**config.mk**
```make
export PLATFORM = sky130hd
export DESIGN_NAME = obsidian_decode_stage
export DESIGN_NICKNAME = d
export VERILOG_FILES = /design/src/rtl/obsidian_decode_stage.sv
export SDC_FILE = /design/constraint.sdc
export NUM_CORES = 2
export LEC_CHECK = 0
export CAP_MARGIN = 20
export CORE_ASPECT_RATIO = 1.1
export CORE_MARGIN = 4
export CORE_UTILIZATION = 40
export DETAILED_ROUTE_END_ITERATION = 12
export GPL_ROUTABILITY_DRIVEN = 0
export PLACE_DENSITY = 0.63
export SLEW_MARGIN = 20
export SYNTH_ARGS = -nofsm -noshare
export SYNTH_HDL_FRONTEND = slang
export SYNTH_SLANG_ARGS = --single-unit
```
**constraint.sdc**
```tcl
create_clock -name clk -period 42.6 [get_ports clk]
set_clock_uncertainty 0.1 [all_clocks]
set_input_delay 10.65 -clock clk [delete_from_list [all_inputs] [get_ports clk]]
set_output_delay 10.65 -clock clk [all_outputs]
set_load 0.02 [all_outputs]
```
**src/rtl/obsidian_decode_stage.sv**
```systemverilog
// rtl/obsidian_decode_stage.sv - decode stage: 32x32 register file, ID/EX register, load-use stall
// Define OBSIDIAN_WB_BYPASS_EN to forward same-cycle write-back data into A/B.
module obsidian_decode_stage (
   input  logic         clk,
   input  logic         rst,
   input  logic [63:0]  IF_ID,
   input  logic         flush,
   input  logic         wb_en,
   input  logic [4:0]   wb_addr,
   input  logic [31:0]  wb_data,
   output logic [139:0] ID_EX,
   output logic         stall
);

   localparam logic [5:0] OP_LOAD = 6'h23;

   logic [31:0]  r_regs [0:31];
   logic [139:0] r_id_ex;

   logic [31:0] w_pc;
   logic [31:0] w_instr;
   logic [5:0]  w_opcode;
   logic [4:0]  w_rd;
   logic [4:0]  w_rs1;
   logic [4:0]  w_rs2;
   logic [31:0] w_imm;
   logic        w_wr;
   logic [31:0] w_rs1_val;
   logic [31:0] w_rs2_val;
   logic [31:0] w_a;
   logic [31:0] w_b;
   logic        w_ex_valid;
   logic [5:0]  w_ex_opcode;
   logic [4:0]  w_ex_rd;

   assign w_pc     = IF_ID[63:32];
   assign w_instr  = IF_ID[31:0];
   assign w_opcode = w_instr[31:26];
   assign w_rd     = w_instr[25:21];
   assign w_rs1    = w_instr[20:16];
   assign w_rs2    = w_instr[15:11];
   assign w_imm    = {{16{w_instr[15]}}, w_instr[15:0]};
   assign w_wr     = wb_en && (wb_addr != 5'd0);

   assign w_rs1_val = (w_rs1 == 5'd0) ? 32'd0 : r_regs[w_rs1];
   assign w_rs2_val = (w_rs2 == 5'd0) ? 32'd0 : r_regs[w_rs2];

`ifdef OBSIDIAN_WB_BYPASS_EN
   assign w_a = (w_wr && (wb_addr == w_rs1)) ? wb_data : w_rs1_val;
   assign w_b = (w_wr && (wb_addr == w_rs2)) ? wb_data : w_rs2_val;
`else
   assign w_a = w_rs1_val;
   assign w_b = w_rs2_val;
`endif

   assign w_ex_valid  = r_id_ex[0];
   assign w_ex_opcode = r_id_ex[11:6];
   assign w_ex_rd     = r_id_ex[5:1];

   // Bubbles carry valid=0, so a stall never re-triggers from its own bubble.
   assign stall = !rst && w_ex_valid && (w_ex_opcode == OP_LOAD) && (w_ex_rd != 5'd0) &&
                  ((w_ex_rd == w_rs1) || (w_ex_rd == w_rs2));

   always_ff @(posedge clk or posedge rst) begin
      if (rst) begin
         for (int i = 0; i < 32; i++) begin
            r_regs[i] <= 32'd0;
         end
      end else if (w_wr) begin
         r_regs[wb_addr] <= wb_data;
      end
   end

   always_ff @(posedge clk or posedge rst) begin
      if (rst) begin
         r_id_ex <= '0;
      end else if (flush || stall) begin
         r_id_ex <= '0;
      end else begin
         r_id_ex <= {w_pc, w_a, w_b, w_imm, w_opcode, w_rd, 1'b1};
      end
   end

   assign ID_EX = r_id_ex;

endmodule

```
==> impl_results.md <==
* Status: finished clean
* Post-detail-place hpwl at 101000 um
* Die area at 155000 um^2
* Final Hold Vio Count at 0
* CTS resizes at 0
* I/O pin count at 246
* Yosys top cell by area: dfrtp_1
* Top cell type's share of synthesized area at 48.1%
* Top post-synthesis cells by area: dfrtp_1 (48%), mux2_2 (19%), mux4_2 (9.7%), mux2i_1 (8.6%), a221oi_1 (3.5%)
* Yosys reg bits at 1148
* Kind of critical path: input port to output port
* H-tree Lvls at 3
* Startpoint types: input port
* Gr ovfl total at 0
* Ys flop type: dfrtp_1
* Die Ht at 413 um
* Worst slew margin at 17.6%
* Sequential share of power at 45.6%
* Max incr delay on CP at 620 ps
* Fmax at 42.5 MHz
* Top delay family on crit path: buffers and inverters
* Root Buffer: clkbuf_16
* Yosys warning count at 0
* CP Buf/Inv Count at 2
* Worst slew pin tran at 1240 ps
* Total number of vias at 39607
* Synth top cells by count: dfrtp_1 (1148), mux2_2 (987), mux2i_1 (512), mux4_2 (256), a221oi_1 (241)
* Max cap viols at 0
* Largest net degree at the start of global routing at 163
* Critical Path Fanout Max at 63
* Initial DRC Count at 3913
* CTS tree: done
* Cell Area, Synth at 59700 um^2
* Combinational share of power at 18.7%
* Port Buffers at 245
* Final Worst Setup Slack at 19080 ps
* Peak supply drop at 0.0313 mV
* NumNets Final at 4384
* Routed Antenna Nets at 0
* Initial Util at 40.3%
* CP cell instances: clkbuf_8 > xnor2_1 > nand3_1 > o22ai_1 > and4_1 > clkdlybuf4s50_1
* Power per cell area at 46.4 nW/um^2
* P&R area growth vs syn at 12.3%
* Cell variety after synth at 41
* First-pass GRT wire length at 279000 um
* Drt pass-1 iters at 8
* Hold crit path type: flop to flop
* Crit end category: output port
* Period utilization at 55.2%
* Clock latency on the worst-skew pair at 750 ps
* Dpl ws at 19060 ps
* Int Power at 2.27 mW
* Syn avg cell area at 13.8 um^2
* Final WL at 190000 um
* Clk sink count at 1148
* DR WL/cell at 30.0 um
* Sw Share at 27.1%
* # DRC at 0
* Hold_buf cts at 0
* Overall global routing resource usage at 24.1%
* Fin Setup TNS at 0 ps
* Core Box Area at 148000 um^2
* Worst Path Arrival at 12770 ps
* Site Rows at 148
* EDFF count, synth at 0
* CP max-delay cell: clkdlybuf4s50_1
* Slew Viols, Final at 0
* Net Count, Synth at 4421
* Vias in the first global route at 40802
* Clk buf depth at 3
* Req. time, crit path at 31850 ps
* Most frequent cell after synthesis: dfrtp_1
* Final setup violating endpoints at 0
* Seq/Total Area, Yosys at 48.1%
* Synthesized netlist cell count at 4316
* Switching power at 0.844 mW
* RSZ-0062 raised after global routing: no
* Leakage at 29.3 nW
* Post-synth ARST share at 100%
* Layout cells sized above 1 at 37.0%
* Die W at 376 um
* TritonCTS buffer count at 119
* Fin crit period at 23520 ps
* Pwr Total at 3.11 mW
* Antenna violations before repair at 16
* Clock Pin Slew Worst Setup and Hold Paths at 60 ps
* Vias per cell at 6.26
* # Post-CTS Setup Buffers at 0
* Clock power frac at 35.7%
-- registers in the layout, summed over array words and instances (netlist names) --
| name | flops |
|---|---|
| ID_EX | 124 |
| r_regs | 1024 |
-- layer usage --
| layer | up-vias | track usage [%] | routed length (um) |
|---|---|---|---|
| met5 | - | 0 | 46 |
| met4 | 6 | 8.68 | 7170 |
| met3 | 380 | 5.00 | 15300 |
| met2 | 1692 | 37.4 | 85300 |
| met1 | 21135 | 33.5 | 81900 |
| li1 | 16394 | - | - |
-- power by group through the flow --
stage	Clock (mW)	Sequential, mW	Combinational [mW]
3_5_place_dp	0	1.43	0.582
2_1_floorplan	0	1.41	0.445
5_1_grt	1.18	1.44	0.630
3_3_place_gp	0	1.42	0.570
6_report	1.11	1.42	0.583
4_1_cts	1.13	1.41	0.584
-- area by class of cell --
class / instances / area, um^2
inverter: 3 / 18.8
clock inverter: 42 / 583
clock buffer: 172 / 3600
multi-input combinational: 2672 / 28400
sequential: 1148 / 28700
antenna: 8 / 20.0
fill: 13185 / 81100
timing repair buffer: 335 / 3180
tap: 1950 / 2440
-- cell families after synthesis --
kind of cell / count (synthesis) / synth area share (%)
AO/OA/AOI/OAI: 514 / 6.37
XOR/XNOR: 10 / 0.147
buffers and inverters: 496 / 4.56
flip-flops: 1148 / 48.1
multiplexers: 1760 / 37.0
AND/OR/NAND/NOR: 388 / 3.82
-- path summary, 6_finish.rpt --
kind / startpoint / end / slack, ps / depth (start not counted)
max: IF_ID[12] / stall / 19080 / 6
min: r_regs[1021] / r_regs[1021] / 290 / 0
max reg2reg: ID_EX[1] / ID_EX[92] / 40080 / 6
min reg2reg: r_regs[1021] / r_regs[1021] / 290 / 0
max in group asynchronous: rst / r_regs[838] / 28180 / 7
min in group asynchronous: rst / ID_EX[6] / 10430 / 3
-- metrics by stage --
step                utilization (%)  std cells  hold slack [ps]  area [um^2]
floorplan                         -       4316              341        59700
global placement               42.4       6107              276        62800
detailed placement             42.4       6107              283        62800
CTS                            45.2       6321              297        67000
global route                   45.2       6324              308        67000
finish                         45.2       6330              293        67000
-- placed cells by master (no fill, tap or decap), drive strengths merged, types with 10 or more instances in the layout --
cell | Yosys | final
a21oi | 64 | 64
a221oi | 256 | 256
a22oi | 64 | 64
and2 | 61 | 61
and4b | 65 | 65
buf | 259 | 108
bufinv | 0 | 13
clkbuf | 234 | 175
clkdlybuf4s50 | 0 | 224
clkinv | 0 | 23
dfrtp | 1148 | 1148
mux2 | 992 | 992
mux2i | 512 | 512
mux4 | 256 | 256
nand2 | 23 | 23
nand3 | 68 | 68
nor2 | 82 | 82
nor3 | 68 | 68
o21ai | 128 | 128
xnor2 | 10 | 10
(Power assumes the default switching activity.)
